$ cat src/rtl/uart_pkg.sv
// Types and sizing shared by the UART TX and RX holding FIFOs.
package uart_pkg;

    localparam int unsigned UART_FIFO_DEPTH = 16;
    localparam int unsigned UART_DATA_W     = 8;

    typedef enum logic {
        FIFO_16450 = 1'b0,
        FIFO_16550 = 1'b1
    } fifo_mode_t;

    // 16450 mode collapses the FIFO to a single holding register.
    function automatic int unsigned fifo_cap(input fifo_mode_t mode, input int unsigned depth);
        return (mode == FIFO_16550) ? depth : 32'd1;
    endfunction

endpackage

$ cat src/rtl/uart_fifo_mem.sv
// DEPTH x WIDTH register array: synchronous write, asynchronous read, no reset.
module uart_fifo_mem #(
    parameter int unsigned DEPTH = 16,
    parameter int unsigned WIDTH = 8
) (
    input  logic                     clk,
    input  logic                     we,
    input  logic [$clog2(DEPTH)-1:0] waddr,
    input  logic [WIDTH-1:0]         wdata,
    input  logic [$clog2(DEPTH)-1:0] raddr,
    output logic [WIDTH-1:0]         rdata
);

    logic [WIDTH-1:0] mem [DEPTH];

    always_ff @(posedge clk) begin
        if (we) begin
            mem[waddr] <= wdata;
        end
    end

    assign rdata = mem[raddr];

endmodule

$ cat src/rtl/uart_tx_fifo.sv
// 16550 transmit holding FIFO: FWFT head on dout, edge-detected pop, level flags
// and sticky overrun/underrun indications.
module uart_tx_fifo
    import uart_pkg::*;
#(
    parameter int unsigned DEPTH = UART_FIFO_DEPTH,
    parameter int unsigned WIDTH = UART_DATA_W
) (
    input  logic                     clk,
    input  logic                     rst,
    input  logic                     fifo_en,
    input  logic                     clr,
    input  logic                     push,
    input  logic [WIDTH-1:0]         din,
    input  logic                     pop,
    input  logic [$clog2(DEPTH)-1:0] thresh,
    output logic [WIDTH-1:0]         dout,
    output logic                     empty,
    output logic                     full,
    output logic [$clog2(DEPTH):0]   level,
    output logic                     below_thresh,
    output logic                     overrun,
    output logic                     underrun
);

    localparam int unsigned AW = $clog2(DEPTH);
    localparam int unsigned LW = AW + 1;

    logic [AW-1:0] rptr_q, rptr_nxt;
    logic [AW-1:0] wptr_q, wptr_nxt;
    logic [LW-1:0] level_q, level_nxt;
    logic          pop_d;
    logic          overrun_nxt, underrun_nxt;

    fifo_mode_t    mode;
    logic [LW-1:0] cap;
    logic          pop_evt;
    logic          wr_ok, rd_ok;
    logic          mem_we;
    logic [WIDTH-1:0] head;

    assign mode = fifo_mode_t'(fifo_en);
    assign cap  = LW'(fifo_cap(mode, DEPTH));

    // The transmitter holds pop as a level; only its rising edge dequeues.
    assign pop_evt = pop & ~pop_d;

    assign empty        = (level_q == '0);
    assign full         = (level_q == cap);
    assign below_thresh = (level_q <= {1'b0, thresh});
    assign level        = level_q;

    // A pop edge on a full FIFO frees the slot the simultaneous push lands in.
    assign wr_ok  = push & (~full | pop_evt);
    assign rd_ok  = pop_evt & ~empty;
    assign mem_we = wr_ok & ~clr;

    always_comb begin
        rptr_nxt     = rptr_q;
        wptr_nxt     = wptr_q;
        level_nxt    = level_q;
        overrun_nxt  = overrun;
        underrun_nxt = underrun;
        if (clr) begin
            rptr_nxt     = '0;
            wptr_nxt     = '0;
            level_nxt    = '0;
            overrun_nxt  = 1'b0;
            underrun_nxt = 1'b0;
        end else begin
            if (wr_ok) begin
                wptr_nxt = wptr_q + AW'(1);
            end
            if (rd_ok) begin
                rptr_nxt = rptr_q + AW'(1);
            end
            unique case ({wr_ok, rd_ok})
                2'b10:   level_nxt = level_q + LW'(1);
                2'b01:   level_nxt = level_q - LW'(1);
                default: level_nxt = level_q;
            endcase
            if (push & full & ~pop_evt) begin
                overrun_nxt = 1'b1;
            end
            if (pop_evt & empty) begin
                underrun_nxt = 1'b1;
            end
        end
    end

    // pop_d keeps tracking pop through a flush so a held pop cannot re-trigger.
    always_ff @(posedge clk or negedge rst) begin
        if (!rst) begin
            rptr_q   <= '0;
            wptr_q   <= '0;
            level_q  <= '0;
            pop_d    <= 1'b0;
            overrun  <= 1'b0;
            underrun <= 1'b0;
        end else begin
            rptr_q   <= rptr_nxt;
            wptr_q   <= wptr_nxt;
            level_q  <= level_nxt;
            pop_d    <= pop;
            overrun  <= overrun_nxt;
            underrun <= underrun_nxt;
        end
    end

    uart_fifo_mem #(
        .DEPTH (DEPTH),
        .WIDTH (WIDTH)
    ) u_mem (
        .clk   (clk),
        .we    (mem_we),
        .waddr (wptr_q),
        .wdata (din),
        .raddr (rptr_q),
        .rdata (head)
    );

    assign dout = empty ? '0 : head;

endmodule

$ cat config.mk
export PLATFORM = sky130hd
export DESIGN_NAME = uart_tx_fifo
export DESIGN_NICKNAME = d
export VERILOG_FILES = /design/src/rtl/uart_pkg.sv /design/src/rtl/uart_fifo_mem.sv /design/src/rtl/uart_tx_fifo.sv
export SDC_FILE = /design/constraint.sdc
export NUM_CORES = 1
export LEC_CHECK = 0
export ABC_AREA = 1
export ABC_CLOCK_PERIOD_IN_PS = 2560
export CORE_ASPECT_RATIO = 0.8
export CORE_MARGIN = 1.5
export CORE_UTILIZATION = 62
export CTS_BUF_LIST = sky130_fd_sc_hd__clkbuf_2
export DETAILED_ROUTE_END_ITERATION = 12
export PLACE_DENSITY_LB_ADDON = 0.25
export SYNTH_ARGS = -nofsm -noshare
export SYNTH_HDL_FRONTEND = slang
export SYNTH_HIERARCHICAL = 1
export SYNTH_SLANG_ARGS = --single-unit
export TNS_END_PERCENT = 50
$ cat constraint.sdc
create_clock -name clk -period 2.56 [get_ports clk]
set_input_delay 0.512 -clock clk [delete_from_list [all_inputs] [get_ports clk]]
set_output_delay 0.512 -clock clk [all_outputs]
set_load 0.005 [all_outputs]
# Word-level counts from Yosys, hierarchy flattened
# Memories as Yosys holds them, arrays and structs flattened.
# Cells that the tools add are included.
# Widths: inputs -> output; s select.
# word_totals
register_bits	16
latchBits	0
ramBits	128
rom_bits	0
inputBits	18
out_inout_bits	18
mem_count	1
# memory_table
memory	words	word_bits	read_ports	rd_ports_with_merged_regs	write_ports	line	text
u_mem.mem	16	8	1	0	1	uart_fifo_mem.sv:14	logic [WIDTH-1:0] mem [DEPTH];
# op_classes
n_addsub	4
multipliers	0
div_mod_pow	0
n_lt_le_gt_ge	1
n_eq_ne	3
shift	0
n_mux	14
bitwise_logic	13
reduce_logical	6
# op_table
cell	count
$mux 4	4
$mux 5	2
$pmux 5 s2	1
$add 4x1->4 const B	2
$mux 8	1
$reduce_bool 2->1	4
$and 1x1->1	7
$mux 1	6
$add 5x1->5 const B	1
$eq 5x5->1	1
$le 5x4->1	1
$logic_not 5->1	1
$not 1->1	5
$sub 5x1->5 const B	1
$reduce_bool 3->1	1
$eq 2x1->1 const B	1
$eq 2x2->1 const B	1
$or 1x1->1	1

# Longest topological paths before layout
# Gate-level depths: netlist of the first run.
# logic_depth
depth_word	8
ltp_mapped	14
depth_no_buf	14

# Modules after synthesis
# The synthesis of the first run kept the hierarchy.
# by_module_without_submodules
module	instances	cells_each	area_each_um2	seq_area_each_um2
uart_fifo_mem	1	543	5606.6	3843.7
uart_tx_fifo	1	157	1126.1	400.4

# Worst setup path before layout of the first run
# Ideal clock, no wire load.
# synth_timing
path_type	input to register
start	input pop
end	memory u_mem.mem[12][0], enable pin
setup_time_ns	0.370
arrival_time_ns	1.605
required_ns	2.190
path_slack_ns	0.585
stages	8
path_buffers	0
path_cell_list	inv_1 nor2_4 inv_1 nand4_1 nand3_1 inv_1 nand3_1 nor2_1
# synth_between
elab_chain_len	6
# synth_lines
element	line	text
start, declared	uart_tx_fifo.sv:15	input logic pop,
$and 1x1->1	uart_tx_fifo.sv:46	assign pop_evt = pop & ~pop_d;
$or 1x1->1	uart_tx_fifo.sv:54	assign wr_ok = push & (~full | pop_evt);
$and 1x1->1	uart_tx_fifo.sv:54	
$and 1x1->1	uart_tx_fifo.sv:56	assign mem_we = wr_ok & ~clr;
named net mem_we	uart_tx_fifo.sv:39	logic mem_we;
$mux 1	uart_fifo_mem.sv:17	if (we) begin
$mux 1 (not written as such)	uart_fifo_mem.sv:18	mem[waddr] <= wdata;
end, declared	uart_fifo_mem.sv:14	
# The timed path passes the listed nets, and every way through them passes these cells.

# Worst setup path in the final report of the first run
# layout_timing
start	register rptr_q[0]
end	output dout[2]
# layout_between
elab_chain_len	2
# layout_lines
element	line	text
start, declared	uart_tx_fifo.sv:29	logic [AW-1:0] rptr_q, rptr_nxt;
start signal, assigned	uart_tx_fifo.sv:101	rptr_q <= rptr_nxt;
$mem_v2 16x8	n/a	
named net head[2]	uart_tx_fifo.sv:40	logic [WIDTH-1:0] head;
$mux 8	uart_tx_fifo.sv:122	assign dout = empty ? '0 : head;
end, declared	uart_tx_fifo.sv:17	output logic [WIDTH-1:0] dout,
# The timed path passes the listed nets, and every way through them passes these cells.

==> impl_metrics.toml, run 1 <==
[global_route]
gr-usage-met3_pct = 7.29
grt_antenna_before_repair = 0
grt_max_degree = 33
grt_pass1_vias = 4839
grt_pass1_wl_mm = 25.1
grt_overflow = 0
grt.busiest_layer = "met2"
grt_use_total_pct = 30.0
gr-usage-met2_pct = 50.2
grt_use_met1_pct = 37.9

[routing]
wl_mm = 16.5
first_pass_iters = 6
num_vias = 5043
drcViolationCount = 0
drtIter0Drc = 577
ant_nets = 0
wl_per_cell_um = 17.8
vias_per_cell = 5.45

[sta]
period_needed_ns = 2.74
max_freq_ghz = 0.366
hold_violations = 0
finalCritPeriodShare_pct = 107
maxSlewViolCount = 0
max-slew-margin-rel_pct = 49.6
fin_ws_ns = -0.176
rsz0062_at_grt = "true"
skew_ns = 0.0384
worst_pin_slew_ns = 0.754
final-setup-viol-count = 8

[floorplan]
rows = 33
io_pins = 36
core_area_um2 = 10400
die_h_um = 96.2
die-area_um2 = 11500
initial_core_util_pct = 64.7
die_x_um = 120

[clock_network]
path_clk_slew_ns = 0.20
clock_latency_ns = 0.68
htree_levels = 4
numCtsBuffers = 17
cts.sinks = 144
clockRootBuffer = "clkbuf_2"
cts_tree = "built"
cts_buffer_depth = 2

[placement]
routabilityCongestion = 0.886
io_buffer_count = 35
dp_hpwl_mm = 10.0
place_inst = 879

[yosys]
syn_area_um2 = 6730
avgSynthCellArea_um2 = 9.62
ys_seq_area_share_pct = 63.0
ys_async_sr_fraction_pct = 11.1
ys_types = 28
yosys_warnings = 6
synth_edf_count = 128
syn_nets = 726
ys_ff_latch = 144
netlist_instances = 700
yosys-top-cells-area = "edfxtp_1 (57%), nand2_1 (12%), nand3_1 (7.9%), inv_1 (7.5%), dfrtp_1 (5.9%)"
yosysTopAreaCell = "edfxtp_1"
yosys.area.top_type_share_pct = 57.1
synthFlopType = "edfxtp_1"

[cells_and_area]
drive_gt1_share_pct = 20.9
final_cells = 926
fin_util_pct = 77.6
antenna_cells = 0
fill_cells = 643
layout.nets = 799
synthToLayoutAreaGrowth_pct = 19.9
final_cell_mix = "nand2_1 (199), inv_1 (132), edfxtp_1 (128), nand3_1 (62), nand3_2 (45)"
layout_commonest_cell = "nand2_1"

[setup_path]
crit_path_max_incr_delay_ns = 0.52
cp_max_fo = 5
crit_type = "reg -> out"
worst_path_most_repeated_cell = "nand2_1"
cp_slowest_cell = "dfrtp_2"
worst_ep_arrival_time_ns = 2.22
required_ns = 2.05
timing.critical_path.cells = "inv_8 > buf_12 > buf_8 > nand2_2 > nand2_1 > nand2_1 > nand3_2 > nand3_2 > nand2_1 > nand2_1 > inv_1 > buf_2"
start_kind = "flip-flop"
critPathCaptureType = "output pin"

[min_path]
hold_class = "in -> async"

[power_and_ir_drop]
p_per_area_nw_per_um2 = 710
peakVddDrop_v = 0.000505
leakage_nw = 3.63

[job]
maxCapViolations = 0

[outcome]
violations = "negative setup slack"
outcome = "complete, but fails checks"
==> per-stage QoR <==
stage / area, um2 / hold WS [ns] / setup TNS (ns) / setup slack [ns] / power [W]
after floorplan: 6730 / 0.216 / 0 / 0.585 / 0.00365
after global placement: 7340 / 0.492 / -0.126 / -0.126 / 0.00420
after detailed placement: 7340 / 0.488 / -0.138 / -0.138 / 0.00426
after CTS: 7930 / 0.220 / -1.51 / -0.259 / 0.00562
after global routing: 8070 / 0.214 / -2.40 / -0.301 / 0.00601
final: 8070 / 0.235 / -1.11 / -0.176 / 0.00573
==> cells in the mapped netlist, types with 3 or more instances <==
library cell and number:
buf_6 7, ha_1 8, nor3_1 3, nor2_1 26, nand3_1 106, nand3b_1 3, buf_4 4, o21ai_0 7
a21oi_1 8, edfxtp_1 128, nand2_1 213, dfrtp_1 16, inv_1 134, buf_2 13, inv_2 4, nand4_1 3
==> worst max-delay path, delay by kind of cell (launching register included) <==
family        cells  cell delay [ns]
simple gates      7             0.53
flops             1             0.52
buf+inv           5             0.51
==> state kept, by name, indices dropped and copies added, names as in the netlist <==
signal     count
u_mem/mem    128
underrun       1
level          5
pop_d          1
rptr_q         4
overrun        1
wptr_q         4
==> what timing repair did <==
action / in CTS / in global routing
gates cloned: 3 / 1
hold buffers: 0 / 0
gates resized for setup: 90 / 37
buffers inserted: 10 / 3
pin swaps: 26 / 25
setup endpoints to repair: 11 / 10
==> path summary, 6_finish.rpt <==
check                      slack, ns        end  startpoint  cells after the start
max                            -0.18    dout[2]   rptr_q[0]                     12
min                             0.24  wptr_q[3]         rst                      1
max reg2reg                     0.42   level[4]    level[1]                     16
min reg2reg                     0.52   underrun    underrun                      2
max in group asynchronous       1.78  rptr_q[3]         rst                      1
min in group clk                0.29      pop_d         pop                      1
==> layer usage <==
layer	wire length [um]	part of all wire, %	vias up
met1	6450	39	2348
met3	1380	8.4	41
li1	-	-	2391
met4	434	2.6	0
met5	0	0	-
met2	8190	50	263
==> where the power goes <==
part,switching [W],internal (W)
Clock,0.000739,0.000457
Combinational,0.00101,0.000777
Sequential,0.000109,0.00264
==> cells by family (layout without fill, tap and decap cells) <==
logic type | after synthesis | count (layout) | share of synthesized area (%)
compound gates | 20 | 20 | 1.64
xor+xnor | 2 | 2 | 0.260
buf+inv | 164 | 250 | 10.4
flops | 144 | 144 | 63.0
fa+ha+maj | 8 | 8 | 1.49
simple gates | 362 | 362 | 23.2
==> cell type report <==
class	count	area [um2]	area share, %
multi-input cells	392	2080	25.7
inverters	139	533	6.60
well taps	140	175	2.17
repair buffers	79	831	10.3
flip-flops and latches	144	4250	52.7
clock buffers	23	115	1.43
clock inverters	9	92.6	1.15
(Power assumes the default switching activity.)
==> run 2: changes to the inputs <==
- CORE_MARGIN: 1.5 -> default
- CORE_UTILIZATION: 62 -> 54
==> run 2 against run 1 <==
The run still ends with negative setup slack left. Combinational power grew 9%. Largest power group unchanged. Sequential power is essentially flat. Clock power grew 12%. Routed wire length grew 3.5%. Design area grew 2.5%. Final cell count grew 2.5%. Register-to-register slack gained 0.09 ns. Hold slack lost 0.057 ns. Maximum frequency shrank 4.2%. Sequential share of layout area shrank 1.3 points. Setup slack lost 0.12 ns. Die area grew 12%. Critical path type unchanged.
==> impl_metrics.toml, run 2 (synthesis results as in run 1) <==
[clock_network]
numCtsBuffers = 17
cts.sinks = 144
clock_latency_ns = 0.72
cts_buffer_depth = 2
path_clk_slew_ns = 0.21
cts_tree = "built"
htree_levels = 4
clockRootBuffer = "clkbuf_2"
hold_buffers = 0

[floorplan]
io_pins = 36
initial_core_util_pct = 55.4
die-area_um2 = 12900
die_x_um = 127
die_h_um = 102
rows = 36
core_area_um2 = 12200

[cells_and_area]
largest_reg_flops = 128
synthToLayoutAreaGrowth_pct = 23.0
final_cell_mix = "nand2_1 (196), inv_1 (134), edfxtp_1 (128), nand3_1 (78), nand3_2 (29)"
fin_util_pct = 68.1
drive_gt1_share_pct = 20.2
layout_commonest_cell = "nand2_1"
regMostFlops = "u_mem/mem"
layout.nets = 809
fill_cells = 890

[job]
maxCapViolations = 0

[global_route]
grt_pass1_wl_mm = 26.0
grt_overflow = 0
grt_max_degree = 36
grt_pass1_vias = 4975
grt_antenna_before_repair = 0
grt_use_total_pct = 27.8

[placement]
routabilityCongestion = 0.790
dp_hpwl_mm = 9.76
io_buffer_count = 35

[sta]
period_needed_ns = 2.85
max_freq_ghz = 0.350
fin_ws_ns = -0.294
hold_violations = 0
maxSlewViolCount = 0
max-slew-margin-rel_pct = 51.3
worst_pin_slew_ns = 0.728
tns_ns = -2.25
skew_ns = 0.0258
finalCritPeriodShare_pct = 112
rsz0062_at_grt = "true"
final-setup-viol-count = 10

[routing]
num_vias = 5202
drtIter0Drc = 455
wl_mm = 17.0
wl_per_cell_um = 17.9
first_pass_iters = 5
drcViolationCount = 0
ant_nets = 0
vias_per_cell = 5.48

[setup_path]
crit_family = "buffers and inverters"
crit_type = "reg -> out"
rr_endpoint = "level[4]"
crit_path_max_incr_delay_ns = 0.52
required_ns = 2.05
timing.rr.start = "level[3]"
worstRegToRegCells = 13
crit_path_start = "rptr_q[0]"
cp_max_fo = 13
r2r_slack_ns = 0.51
start_kind = "flip-flop"
cp.buffers_inverters = 5
cp_slowest_cell = "dfrtp_2"
critPathCaptureType = "output pin"
cp.depth = 11
critPathCapture = "dout[2]"
timing.critical_path.cells = "buf_6 > buf_8 > buf_16 > nand2_1 > nand3_2 > nand3_1 > nand3_2 > nand2_2 > nand2_1 > inv_1 > buf_2"
worst_ep_arrival_time_ns = 2.34

[power_and_ir_drop]
power.share.sequential_pct = 45.5
p_per_area_nw_per_um2 = 731
leakage_nw = 3.74
p_switching_w = 0.00203
internal_power_w = 0.00402
swShare_pct = 33.5
pwr-share-clk_pct = 22.1
peakVddDrop_v = 0.000506
comb_power_share_pct = 32.4

[outcome]
violations = "negative setup slack"
outcome = "complete, but fails checks"

[min_path]
hold_class = "in -> async"
[run 2: cell types whose count changed in the layout (fill, tap and decap cells not counted), sizes merged]
cell,previous run,this run
diode,0,1
clkdlybuf4s15,0,1
clkinv,8,5
inv,137,143
clkbuf,27,18
dlygate4sd2,1,0
clkinvlp,1,3
buf,49,62
dlymetal6s2s,0,1
[run 2: cell type report]
| class | instances | area (um2) | area share [%] |
|---|---|---|---|
| Inverter | 139 | 529 | 6.39 |
| Sequential cell | 144 | 4250 | 51.4 |
| Clock inverter | 14 | 156 | 1.89 |
| Timing Repair Buffer | 89 | 1050 | 12.7 |
| Multi-Input combinational cell | 392 | 2010 | 24.3 |
| Clock buffer | 18 | 90.1 | 1.09 |
| Antenna cell | 1 | 2.50 | 0.0302 |
| Tap cell | 152 | 190 | 2.30 |
[run 2: power by group through the flow]
stage	Clock (W)	Combinational, W	Sequential, W
5_1_grt	0.00143	0.00213	0.00277
4_1_cts	0.00134	0.00190	0.00274
2_1_floorplan	0	0.000893	0.00275
6_report	0.00134	0.00196	0.00275
3_5_place_dp	0	0.00148	0.00278
3_3_place_gp	0	0.00143	0.00277
[run 2: per-stage QoR]
step | total power (W) | instances | cell area, um2 | setup WS [ns] | hold slack (ns)
floorplan | 0.00365 | 700 | 6730 | 0.585 | 0.216
global placement | 0.00421 | 894 | 7390 | -0.126 | 0.488
detailed placement | 0.00425 | 894 | 7390 | -0.236 | 0.479
CTS | 0.00598 | 948 | 8230 | -0.266 | 0.190
global route | 0.00633 | 948 | 8280 | -0.402 | 0.198
finish | 0.00605 | 949 | 8280 | -0.294 | 0.179
[run 2: timing repair]
item	4_1_cts	5_1_grt
cloned	10	0
endpoints found under the setup margin	11	11
resized for setup	109	11
buffers inserted	13	0
pin swaps	42	1
[run 2: worst reg2reg max path: cells and delay by family (launching register included)]
kind / cells / cell delay (ns)
DFF: 1 / 0.53
buffers and inverters: 3 / 0.35
and+or+nand+nor: 9 / 0.78
adders and majority gates: 1 / 0.30
[run 2: worst min path at each step]
stage / startpoint / to / cells past startpoint
finish: rst / level[3] / 1
global route: rst / level[3] / 1
global placement: overrun / overrun / 1
detailed placement: overrun / overrun / 1
floorplan: rst / level[0] / 0
CTS: rst / level[4] / 1
[run 2: routing by layer]
layer	global-route usage, %	routed length (um)	vias up
met5	0	0	-
met4	11.5	446	0
met3	4.82	1250	48
met2	46.5	8230	244
met1	36.5	7110	2493
li1	-	-	2417
==> run 3: changes to the inputs <==
- ABC_CLOCK_PERIOD_IN_PS: 2560 -> 3120
- CORE_UTILIZATION: 54 -> 45
- CTS_CLUSTER_SIZE: default -> 28
- clock period: 2.56 -> 3.12 ns (I/O delays scaled with it)
==> run 3 against run 2 <==
The run ends with design-rule violations, negative setup slack left. Final cell count up 1.1%. Sequential share of layout area up 2.3 points. Global-route usage down 6.2 points. Sequential power down 18%. Critical path depth down 1. Clock power down 25%. Clock-buffer cell count up 2. Critical path type unchanged. Critical endpoint is now dout[7]. Largest power group unchanged. Highest routed layer unchanged.
==> impl_metrics.toml, run 3 (synthesis results as in run 1) <==
[sta]
fin_ws_ns = -0.0663
max-slew-margin-rel_pct = 49.0
skew_ns = 0.0349
rsz0062_at_grt = "true"
maxSlewViolCount = 0
max_freq_ghz = 0.314
worst_pin_slew_ns = 0.763
hold_violations = 0
period_needed_ns = 3.19
final-setup-viol-count = 2
tns_ns = -0.0923
finalCritPeriodShare_pct = 102

[power_and_ir_drop]
peakVddDrop_v = 0.000387
p_per_area_nw_per_um2 = 583
leakage_nw = 3.53
power.share.sequential_pct = 48.7
totalPowerFinal_w = 0.00462
internal_power_w = 0.00313
p_switching_w = 0.00149
comb_power_share_pct = 29.4
pwr-share-clk_pct = 21.9
swShare_pct = 32.2

[job]
maxCapViolations = 0

[setup_path]
r2r_slack_ns = 1.02
cp.buffers_inverters = 4
start_kind = "flip-flop"
crit_path_max_incr_delay_ns = 0.54
worstRegToRegCells = 14
timing.critical_path.cells = "inv_8 > clkbuf_16 > nand2_1 > nand3_1 > nand3_1 > nand3_2 > nand2_2 > nand2_1 > inv_1 > clkdlybuf4s50_1"
crit_family = "buffers and inverters"
rr_endpoint = "level[4]"
cp_slowest_cell = "dfrtp_2"
required_ns = 2.50
cp_max_fo = 16
crit_type = "reg -> out"
timing.rr.start = "level[2]"
cp.depth = 10
critPathCaptureType = "output pin"
worst_ep_arrival_time_ns = 2.56

[cells_and_area]
synthToLayoutAreaGrowth_pct = 17.7
final_cells = 959
final_cell_mix = "nand2_1 (211), inv_1 (134), edfxtp_1 (128), nand3_1 (81), clkdlybuf4s50_1 (28)"
layout.nets = 788
largest_reg_flops = 128
regMostFlops = "u_mem/mem"
layout_commonest_cell = "nand2_1"
drive_gt1_share_pct = 13.7
antenna_cells = 0
fin_util_pct = 54.9

[routing]
num_vias = 4962
first_pass_iters = 9
ant_nets = 0
drcViolationCount = 2
wl_per_cell_um = 16.7
vias_per_cell = 5.17
drtIter0Drc = 430
wl_mm = 16.0

[clock_network]
cts_tree = "built"
cts.sinks = 144
htree_levels = 4
cts_buffer_depth = 2
path_clk_slew_ns = 0.20
clock_latency_ns = 0.69
numCtsBuffers = 17
clockRootBuffer = "clkbuf_2"

[global_route]
grt_antenna_before_repair = 0
grt_overflow = 0
grt_pass1_vias = 4696
grt_pass1_wl_mm = 24.9
grt_max_degree = 36
grt_use_total_pct = 21.6

[outcome]
outcome = "complete, but fails checks"
violations = "design-rule violations, negative setup slack"

[placement]
dpl_worst_slack_ns = 0.183
routabilityCongestion = 0.841
place_inst = 915
io_buffer_count = 35
dp_hpwl_mm = 9.94

[floorplan]
die_x_um = 139
initial_core_util_pct = 46.6
die-area_um2 = 15500
io_pins = 36
core_area_um2 = 14400
die_h_um = 111
rows = 39

[min_path]
hold_class = "in -> async"
## run 3: cell type report
| class | instances | area [um2] |
|---|---|---|
| Clock buffer | 20 | 100 |
| Clock inverter | 12 | 119 |
| Fill cell | 1304 | 6520 |
| Inverter | 139 | 532 |
| Multi-Input combinational cell | 392 | 1940 |
| Sequential cell | 144 | 4250 |
| Tap cell | 184 | 230 |
| Timing Repair Buffer | 68 | 752 |
## run 3: per-stage QoR
step / cell area, um2 / hold slack, ns
floorplan: 6730 / 0.328
global placement: 7310 / 0.480
detailed placement: 7310 / 0.493
CTS: 7710 / 0.333
global route: 7920 / 0.306
finish: 7920 / 0.344
## run 3: worst max-delay path by stage
stage / slack [ns] / from / to
final: -0.07 / rptr_q[0] / dout[7]
after global routing: -0.24 / rptr_q[0] / dout[7]
after CTS: -0.12 / rptr_q[0] / dout[1]
after detailed placement: 0.18 / thresh[3] / below_thresh
after global placement: 0.21 / thresh[3] / below_thresh
after floorplan: 1.03 / pop / u_mem/mem[12][0]
## run 3: routing by layer
| layer | vias to the layer above | global-route usage [%] | routed length (um) |
|---|---|---|---|
| met2 | 159 | 34.7 | 7610 |
| met5 | - | 0 | 0 |
| li1 | 2374 | - | - |
| met1 | 2406 | 28.7 | 7070 |
| met3 | 23 | 5.81 | 1130 |
| met4 | 0 | 6.81 | 236 |
## run 3: power groups by stage
stage | Combinational (W) | Clock [W] | Sequential (W)
after floorplan | 0.000733 | 0 | 0.00226
after global placement | 0.00115 | 0 | 0.00228
after detailed placement | 0.00118 | 0 | 0.00228
after CTS | 0.00127 | 0.00103 | 0.00224
after global routing | 0.00151 | 0.00111 | 0.00226
final | 0.00136 | 0.00101 | 0.00225
## run 3: repair_timing
item | in CTS | in global routing
hold endpoints to repair | 0 | 0
buffers inserted | 1 | 6
pin swaps | 6 | 8
endpoints found under the setup margin | 8 | 10
resized for setup | 29 | 28
hold buffers | 0 | 0
gates cloned | 3 | 2
